===== config.mk =====
export PLATFORM = sky130hd
export DESIGN_NAME = ysyx_040729_alu_mdu
export DESIGN_NICKNAME = d
export VERILOG_FILES = /design/src/rtl/ysyx_040729_alu_mdu.sv
export SDC_FILE = /design/constraint.sdc
export NUM_CORES = 2
export LEC_CHECK = 0
export CELL_PAD_IN_SITES_DETAIL_PLACEMENT = 0
export CELL_PAD_IN_SITES_GLOBAL_PLACEMENT = 1
export CORE_AREA = 2 2 351 353
export DETAILED_ROUTE_END_ITERATION = 7
export DIE_AREA = 0 0 353 355
export PLACE_DENSITY_LB_ADDON = 0.3
export SLEW_MARGIN = 0
export SYNTH_ARGS = -nofsm -noshare
export SYNTH_HDL_FRONTEND = slang
export SYNTH_SLANG_ARGS = --single-unit

===== constraint.sdc =====
create_clock -name clk -period 4.2 [get_ports clk]
set_input_delay 0.63 -clock clk [delete_from_list [all_inputs] [get_ports clk]]
set_output_delay 0.63 -clock clk [all_outputs]
set_load 0.03 [all_outputs]

===== src/rtl/ysyx_040729_alu_mdu.sv =====
// ysyx_040729_alu_mdu -- iterative RV64M multiply/divide unit.
//
// Multiplies by shift-add and divides by restoring division, one bit per
// cycle. Divide-by-zero and signed overflow bypass the iteration and finish
// one cycle after acceptance. Word (OP-32) ops work on the low half of the
// operands and always return a result sign-extended from bit 31.
//
// Ports:
//   clk, rst_n            clock, asynchronous active-low reset
//   in_valid / in_ready   request handshake (in_ready only in IDLE, not during flush)
//   src1, src2            rs1 (multiplicand/dividend), rs2 (multiplier/divisor)
//   func3                 RV M func3 (mul, mulh, mulhsu, mulhu, div, divu, rem, remu)
//   is_word               OP-32 variant
//   flush                 abort any operation, return to IDLE
//   out_valid / out_ready result handshake; result is held under backpressure
//   result                final result
//   busy                  unit is not IDLE
module ysyx_040729_alu_mdu #(
  parameter int DATA_WIDTH = 64,
  parameter int CNT_WIDTH  = 7
) (
  input  logic                  clk,
  input  logic                  rst_n,
  input  logic                  in_valid,
  output logic                  in_ready,
  input  logic [DATA_WIDTH-1:0] src1,
  input  logic [DATA_WIDTH-1:0] src2,
  input  logic [2:0]            func3,
  input  logic                  is_word,
  input  logic                  flush,
  output logic                  out_valid,
  input  logic                  out_ready,
  output logic [DATA_WIDTH-1:0] result,
  output logic                  busy
);

  localparam int W = DATA_WIDTH;
  localparam int H = DATA_WIDTH / 2;
  localparam logic [H-1:0] MIN_H = {1'b1, {(H-1){1'b0}}};
  localparam logic [W-1:0] MIN_W = {1'b1, {(W-1){1'b0}}};
  localparam logic [CNT_WIDTH-1:0] ITER_W = CNT_WIDTH'(W);
  localparam logic [CNT_WIDTH-1:0] ITER_H = CNT_WIDTH'(H);

  typedef enum logic [1:0] {IDLE, CALC, DONE} state_t;

  state_t state, state_next;

  // Extend a half-width value to full width, signed or unsigned.
  function automatic logic [W-1:0] ext_half(input logic [H-1:0] v, input logic sgn);
    return {{H{sgn & v[H-1]}}, v};
  endfunction

  function automatic logic [W-1:0] neg_w(input logic [W-1:0] v, input logic n);
    return n ? -v : v;
  endfunction

  function automatic logic [2*W-1:0] neg_2w(input logic [2*W-1:0] v, input logic n);
    return n ? -v : v;
  endfunction

  logic [CNT_WIDTH-1:0] cnt;
  logic [2:0]           op_f3;
  logic                 op_word;
  logic                 neg_q;     // product / quotient sign
  logic                 neg_r;     // remainder sign (follows dividend)
  logic                 fast_q;
  logic [W-1:0]         fast_val;
  logic [2*W-1:0]       acc;
  logic [2*W-1:0]       mcand;
  logic [W-1:0]         mplier;
  logic [W-1:0]         rem_r;
  logic [W-1:0]         quo;       // dividend bits shift out the top, quotient bits in the bottom
  logic [W-1:0]         dvsr;

  logic         accept;
  logic         sgn1, sgn2, is_div;
  logic [W-1:0] op_a, op_b, mag_a, mag_b;
  logic         sign_a, sign_b;
  logic         div_zero, div_ovf, fast;
  logic [W-1:0] fast_res;

  assign in_ready  = (state == IDLE) && !flush;
  assign accept    = in_valid && in_ready;
  assign out_valid = (state == DONE);
  assign busy      = (state != IDLE);

  // Operand preparation: width selection, signedness, magnitudes, fast paths.
  always_comb begin
    sgn1 = 1'b0;
    sgn2 = 1'b0;
    case (func3)
      3'b000, 3'b001, 3'b100, 3'b110: begin sgn1 = 1'b1; sgn2 = 1'b1; end
      3'b010:                         begin sgn1 = 1'b1; sgn2 = 1'b0; end
      default:                        begin sgn1 = 1'b0; sgn2 = 1'b0; end
    endcase
    is_div = func3[2];
    op_a   = is_word ? ext_half(src1[H-1:0], sgn1) : src1;
    op_b   = is_word ? ext_half(src2[H-1:0], sgn2) : src2;
    sign_a = sgn1 & op_a[W-1];
    sign_b = sgn2 & op_b[W-1];
    mag_a  = neg_w(op_a, sign_a);
    mag_b  = neg_w(op_b, sign_b);

    div_zero = is_div && (op_b == '0);
    if (is_word)
      div_ovf = is_div && !func3[0] && (src1[H-1:0] == MIN_H) && (&src2[H-1:0]);
    else
      div_ovf = is_div && !func3[0] && (src1 == MIN_W) && (&src2);
    fast = div_zero || div_ovf;

    // func3[1] selects remainder. Zero divisor: q = all ones, r = dividend.
    // Overflow: q = dividend, r = 0.
    if (div_zero)
      fast_res = func3[1] ? op_a : '1;
    else
      fast_res = func3[1] ? '0 : op_a;
  end

  // One iteration step and final result selection.
  logic [W:0]     rem_shift, rem_sub;
  logic           rem_ge;
  logic [2*W-1:0] prod;
  logic [W-1:0]   raw, final_res;

  always_comb begin
    rem_shift = {rem_r, quo[W-1]};
    rem_sub   = rem_shift - {1'b0, dvsr};
    rem_ge    = !rem_sub[W];

    prod = neg_2w(acc, neg_q);
    case (op_f3)
      3'b000:                 raw = prod[W-1:0];
      3'b001, 3'b010, 3'b011: raw = prod[2*W-1:W];
      3'b100, 3'b101:         raw = neg_w(quo, neg_q);
      default:                raw = neg_w(rem_r, neg_r);
    endcase
    if (fast_q)
      raw = fast_val;
    final_res = op_word ? ext_half(raw[H-1:0], 1'b1) : raw;
  end

  // State register
  always_ff @(posedge clk or negedge rst_n) begin
    if (!rst_n)
      state <= IDLE;
    else
      state <= state_next;
  end

  // Next-state logic; flush overrides everything.
  always_comb begin
    state_next = state;
    case (state)
      IDLE:    if (in_valid && !flush) state_next = CALC;
      CALC:    if (cnt == '0) state_next = DONE;
      DONE:    if (out_ready) state_next = IDLE;
      default: state_next = IDLE;
    endcase
    if (flush)
      state_next = IDLE;
  end

  // Datapath. A fast-path request loads a zero count so it spends a single
  // cycle in CALC and then lands in DONE with the precomputed value.
  always_ff @(posedge clk or negedge rst_n) begin
    if (!rst_n) begin
      cnt      <= '0;
      op_f3    <= '0;
      op_word  <= 1'b0;
      neg_q    <= 1'b0;
      neg_r    <= 1'b0;
      fast_q   <= 1'b0;
      fast_val <= '0;
      acc      <= '0;
      mcand    <= '0;
      mplier   <= '0;
      rem_r    <= '0;
      quo      <= '0;
      dvsr     <= '0;
      result   <= '0;
    end else if (accept) begin
      cnt      <= fast ? '0 : (is_word ? ITER_H : ITER_W);
      op_f3    <= func3;
      op_word  <= is_word;
      neg_q    <= sign_a ^ sign_b;
      neg_r    <= sign_a;
      fast_q   <= fast;
      fast_val <= fast_res;
      acc      <= '0;
      mcand    <= {{W{1'b0}}, mag_a};
      mplier   <= mag_b;
      rem_r    <= '0;
      // Word dividends start at the top so the same MSB-first shift applies.
      quo      <= is_word ? (mag_a << H) : mag_a;
      dvsr     <= mag_b;
    end else if (state == CALC && !flush) begin
      if (cnt == '0) begin
        result <= final_res;
      end else begin
        cnt <= cnt - CNT_WIDTH'(1);
        if (op_f3[2]) begin
          rem_r <= rem_ge ? rem_sub[W-1:0] : rem_shift[W-1:0];
          quo   <= {quo[W-2:0], rem_ge};
        end else begin
          if (mplier[0])
            acc <= acc + mcand;
          mcand  <= mcand << 1;
          mplier <= mplier >> 1;
        end
      end
    end
  end

endmodule

# Yosys cells after proc, flatten, opt, wreduce, memory -nomap -nowiden
# Index checks and enable logic that the tools add are counted.
word_totals:
  memories: 0
  rom_bits: 0
  reg_bits: 656
  input_bits: 137
  ram_bits: 0
  latchBits: 0
classes:
  n_div: 0
  eq_ne: 18
  multipliers: 0
  mux: 49
  order_cmp: 0
  n_reduce_logical: 35
  n_addsub: 8
  shifts: 0
  n_bitwise: 6
op_table:
  columns: ["operator", "n"]
  rows:
  - ["$mux 64", 25]
  - ["$mux 128", 10]
  - ["$neg 64->64", 4]
  - ["$pmux 64 s3", 1]
  - ["$add 128x128->128", 1]
  - ["$neg 128->128", 1]
  - ["$sub 65x64->65", 1]
  - ["$eq 64x64->1 const B", 1]
  - ["$logic_not 64->1", 1]
  - ["$reduce_and 64->1", 1]
  - ["$mux 7", 5]
  - ["$eq 32x32->1 const B", 1]
  - ["$reduce_and 32->1", 1]
  - ["$eq 3x3->1 const B", 4]
  - ["$reduce_and 3->1", 4]
  - ["$logic_and 1x1->1", 10]
  - ["$eq 3x2->1 const B", 3]
  - ["$mux 2", 4]
  - ["$reduce_bool 2->1", 4]
  - ["$logic_not 7->1", 1]
  - ["$sub 7x1->7 const B", 1]
  - ["$eq 3x1->1 const B", 2]
  - ["$logic_not 3->1", 2]
  - ["$ne 3x2->1 const B", 2]
  - ["19 further kinds", 26]

# Depth between registers and ports, before layout
logic_depth:
  word_depth: 10
  mapped_depth: 19
  mapped_depth_nobuf: 17

# Worst setup path before layout
# No wires, ideal clock.
synth_path:
  path_kind: "reg2reg"
  from: "reg quo[63]"
  to: "reg rem_r[62]"
  arrival_ns: 4.019
  setup_ns: 0.116
  setup_slack_ns: 0.066
  t_required_ns: 4.084
  n_path_buf: 2
  period_less_slack_ns: 4.134
  stages_incl_launch_ff: 20
  cell_sequence: "dfrtp_1 inv_1 ha_1 inv_1 fa_1 a211oi_1 o21bai_1 o211ai_1 nand3_1 a21bo_2 a31oi_1 o41a_1 o31ai_1 a21o_1 a21boi_1 xor2_1 clkbuf_1 clkbuf_1 nand3_1 o311ai_0"
synth_via:
  elab_chain_len: 6
synth_rtl:
  columns: ["item", "line", "source"]
  rows:
  - ["start: declaration", "72", "logic [W-1:0] quo;"]
  - ["start signal: assignment", "194", "quo <= is_word ? (mag_a << H) : mag_a;"]
  - ["start signal: assignment", "203", "quo <= {quo[W-2:0], rem_ge};"]
  - ["$sub 65x64->65", "127", "rem_sub = rem_shift - {1'b0, dvsr};"]
  - ["$mux 64", "202", "rem_r <= rem_ge ? rem_sub[W-1:0] : rem_shift[W-1:0];"]
  - ["$mux 64", "201", "if (op_f3[2]) begin"]
  - ["$mux 64", "197", "if (cnt == '0) begin"]
  - ["$mux 64", "196", "end else if (state == CALC && !flush) begin"]
  - ["$mux 64", "181", "end else if (accept) begin"]
  - ["end signal: assignment", "202", null]
  - ["end: declaration", "71", "logic [W-1:0] rem_r;"]
# No other way between the ends. The select of a mux whose other input is x is not followed.
# A chain may end at the register's enable or synchronous reset.

# Final worst setup path
layout_path:
  from: "reg acc[51]"
  to: "reg result[44]"
layout_via:
  elab_chain_len: 5
layout_rtl:
  columns: ["item", "line", "source"]
  rows:
  - ["start: declaration", "68", "logic [2*W-1:0] acc;"]
  - ["start signal: assignment", "206", "acc <= acc + mcand;"]
  - ["$neg 128->128", "58", "return n ? -v : v;"]
  - ["$mux 128", "58", null]
  - ["$pmux 64 s3", "131", "case (op_f3)"]
  - ["$mux 64", "137", "if (fast_q)"]
  - ["$mux 64", "139", "final_res = op_word ? ext_half(raw[H-1:0], 1'b1) : raw;"]
  - ["end signal: assignment", "198", "result <= final_res;"]
  - ["end: declaration", "33", "output logic [DATA_WIDTH-1:0] result,"]
# No other way between the ends.

==> reports/results.txt <==
Fillers: 11700
Post-Syn Area: 0.0506 mm²
Clock transition at path regs: 60 ps
first-pass GRT wire length: 347000 µm
DIE WIDTH: 353 µm
slew margin rel.: 22.7%
pin count of the biggest net entering global routing: 112
Critical Path Start Type: register
main combinational cell family by area after synthesis: compound AO/OA/AOI/OAI gates
GR Util All Layers: 36.6%
Max-Cap Viols: 0
die height: 355 µm
syn avg cell area: 7.63 µm²
Final Cell Area: 0.0665 mm²
post-placement cell count: 9086
Syn Nets: 6976
DP Wirelength: 183000 µm
Hold Vio Cnt, Final: 0
Initial Utilization: 41.7%
arrival time of the worst setup path: 4850 ps
Post-Synth XOR/XNOR Area: 9.10%
worst clock skew: 41.5 ps
Placer Congestion: 1.05
share of total power in combinational logic: 59.6%
clock buffer depth: 3
CTS tree: done
initial antenna violation count: 7
Power Dens Cells: 666 mW/mm²
Synth Area in Adders: 5.57%
Seq pwr share: 23.0%
layout cells sized above 1: 20.5%
worst hold path type: input pin to register
Netlist cell types: 92
kind of critical path: register to register
sw power: 20.5 mW
Vias/cell: 6.06
CP required: 4830 ps
H-tree Lvls: 3
Num CTS Buffers: 82
ys flop type: dfrtp_1
Ys Warns: 0
Tmin final: 4220 ps
post-synth top area share: 32.4%
TNS Setup: -19.5 ps
CP max FO: 6
Root Buffer Master: clkbuf_16
internal power: 23.8 mW
mux cell area share after synthesis: 1.00%
RSZ-0062 raised after global routing: true
Core ar.: 0.121 mm²
Post-Place Setup Slack: -533 ps
number of port buffers: 203
global route overflow: 0
full die area: 0.125 mm²
Pleak: 29.9 nW
fin util: 54.8%
Switching Share: 46.3%
register area: 0.0164 mm²
Synth Register Bits: 656
EDFF count, synth: 0
vias in the first global route: 53500
Max Freq: 237 MHz
endpoint type of the worst setup path: register
multi-input logic area: 0.0335 mm²
final setup margin: -15.8 ps
maximum VDD drop: 0.528 mV
dominant cell type by area after synthesis: dfrtp_1
setup violators final: 2
commonest non-fill, non-tap cell in the layout: nand2_1
non-filler cells, final: 9272
nets: 7914
commonest non-fill, non-tap cells in the layout: nand2_1, buf_4, dfrtp_1
area growth from synthesis to layout: 31.4%
post-synthesis compound-gate area fraction: 24.9%
WHS: 446 ps
status: finished with violations
failing checks: setup timing
initial DRC count: 5803
clock share of power: 17.4%
worst slew pin tran: 1160 ps
total power: 44.3 mW
Placement Cell Area: 0.0616 mm²
fin. max-slew vios: 0
drt total wl: 238000 µm
Final period util: 100%
post-synthesis sequential area ratio: 32.4%
CTS Sinks: 656
# DRC: 0
fraction of registers with async set/reset: 100%
Std-Cell Rows: 128
vias: 56100
synth top area cells: dfrtp_1, nand2_1, o21ai_0, a21oi_1, xnor2_1
worst reg2reg setup slack: -20 ps
post-synthesis simple-gate area fraction: 22.4%
post-synthesis cell count: 6639
DR WL/cell: 25.7 µm
I/O Pins: 204
clk_lat worst skew: 720 ps
1st-pass router iterations: 7
post-route ant nets: 0
[cell families (layout without fill, tap and decap cells)]
group | Yosys count | after routing
other | 0 | 3
AOI/OAI and AO/OA | 2081 | 2081
buffers and inverters | 613 | 1617
DFF | 656 | 656
muxes | 50 | 50
adders and majority gates | 230 | 230
xor gates and xnor gates | 526 | 527
and+or+nand+nor | 2483 | 2483
[flip-flops by register name, indices dropped and copies added (netlist names)]
name      flops
acc         128
mcand       128
dvsr         64
fast_val     64
mplier       64
quo          64
rem_r        64
result       64
cnt           7
op_f3         3
state         2
fast_q        1
neg_q         1
neg_r         1
op_word       1
[final timing paths]
kind                            cells after the start          from           end
max in group asynchronous                           3         rst_n     mcand[62]
worst max register to register                     13       acc[51]    result[44]
min in group asynchronous                           2         rst_n     mcand[83]
worst min-delay path                                3       is_word        cnt[5]
worst max-delay path                               13       acc[51]    result[44]
worst min register to register                      2  fast_val[55]  fast_val[55]
[area by class of cell]
class,count,area share (%)
antenna,3,0.0113
clock buffer,114,3.55
clock inverter,37,0.748
inverter,153,0.863
multi-input combinational,5371,50.4
sequential,656,24.7
tap,1625,3.06
timing repair buffer,1313,16.7
[power groups by stage]
| stage | Sequential (mW) | Clock, mW | Combinational, mW |
|---|---|---|---|
| 3_3_place_gp | 10.1 | 0 | 24.5 |
| 2_1_floorplan | 10.0 | 0 | 12.0 |
| 5_1_grt | 10.3 | 8.02 | 27.9 |
| 4_1_cts | 10.1 | 7.80 | 25.1 |
| 3_5_place_dp | 10.2 | 0 | 24.6 |
| 6_report | 10.2 | 7.73 | 26.4 |
[timing repair]
action / 4_1_cts / 5_1_grt
cloned: 3 / 4
resized for setup: 100 / 238
hold buffers: 1 / 0
hold endpoints to repair: 27 / 0
setup buffers: 7 / 19
endpoints found under the setup margin: 113 / 130
pin swaps: 33 / 98
[worst max-delay path, cell delays in order, from the launching register on]
cell and delay (ps):
dfrtp_1 440, or4_4 570, or3_4 440, or4_4 560, nor3_2 120, buf_4 160, nand3_1 100, or4_4 470
o31ai_2 210, xor2_1 110, buf_4 180, o211ai_1 400, o211ai_1 230, a21oi_1 160
[metal layers]
metal	vias to the layer above	track usage, %	wire length, µm
li1	25700	-	-
met1	27400	46.0	94200
met3	587	5.48	17700
met5	-	0	55
met4	8	22.2	17300
met2	2481	59.4	109000
[cell usage after synthesis, types with 45 or more instances]
cell type / instances
nor4_1: 75
ha_1: 198
nand2b_1: 56
nand2_1: 1067
or4_1: 50
a21o_1: 119
o41ai_1: 48
o31ai_1: 102
clkbuf_1: 415
nor2_1: 469
xnor2_1: 285
inv_1: 150
a21oi_1: 591
o21bai_1: 58
o21ai_0: 672
xor2_1: 241
a31oi_1: 124
and3_1: 56
nand4_1: 84
nor3_1: 107
dfrtp_1: 656
a211oi_1: 51
mux2i_1: 45
or3_1: 73
nand3_1: 322
No activity file was read; power rests on OpenSTA's default activity.
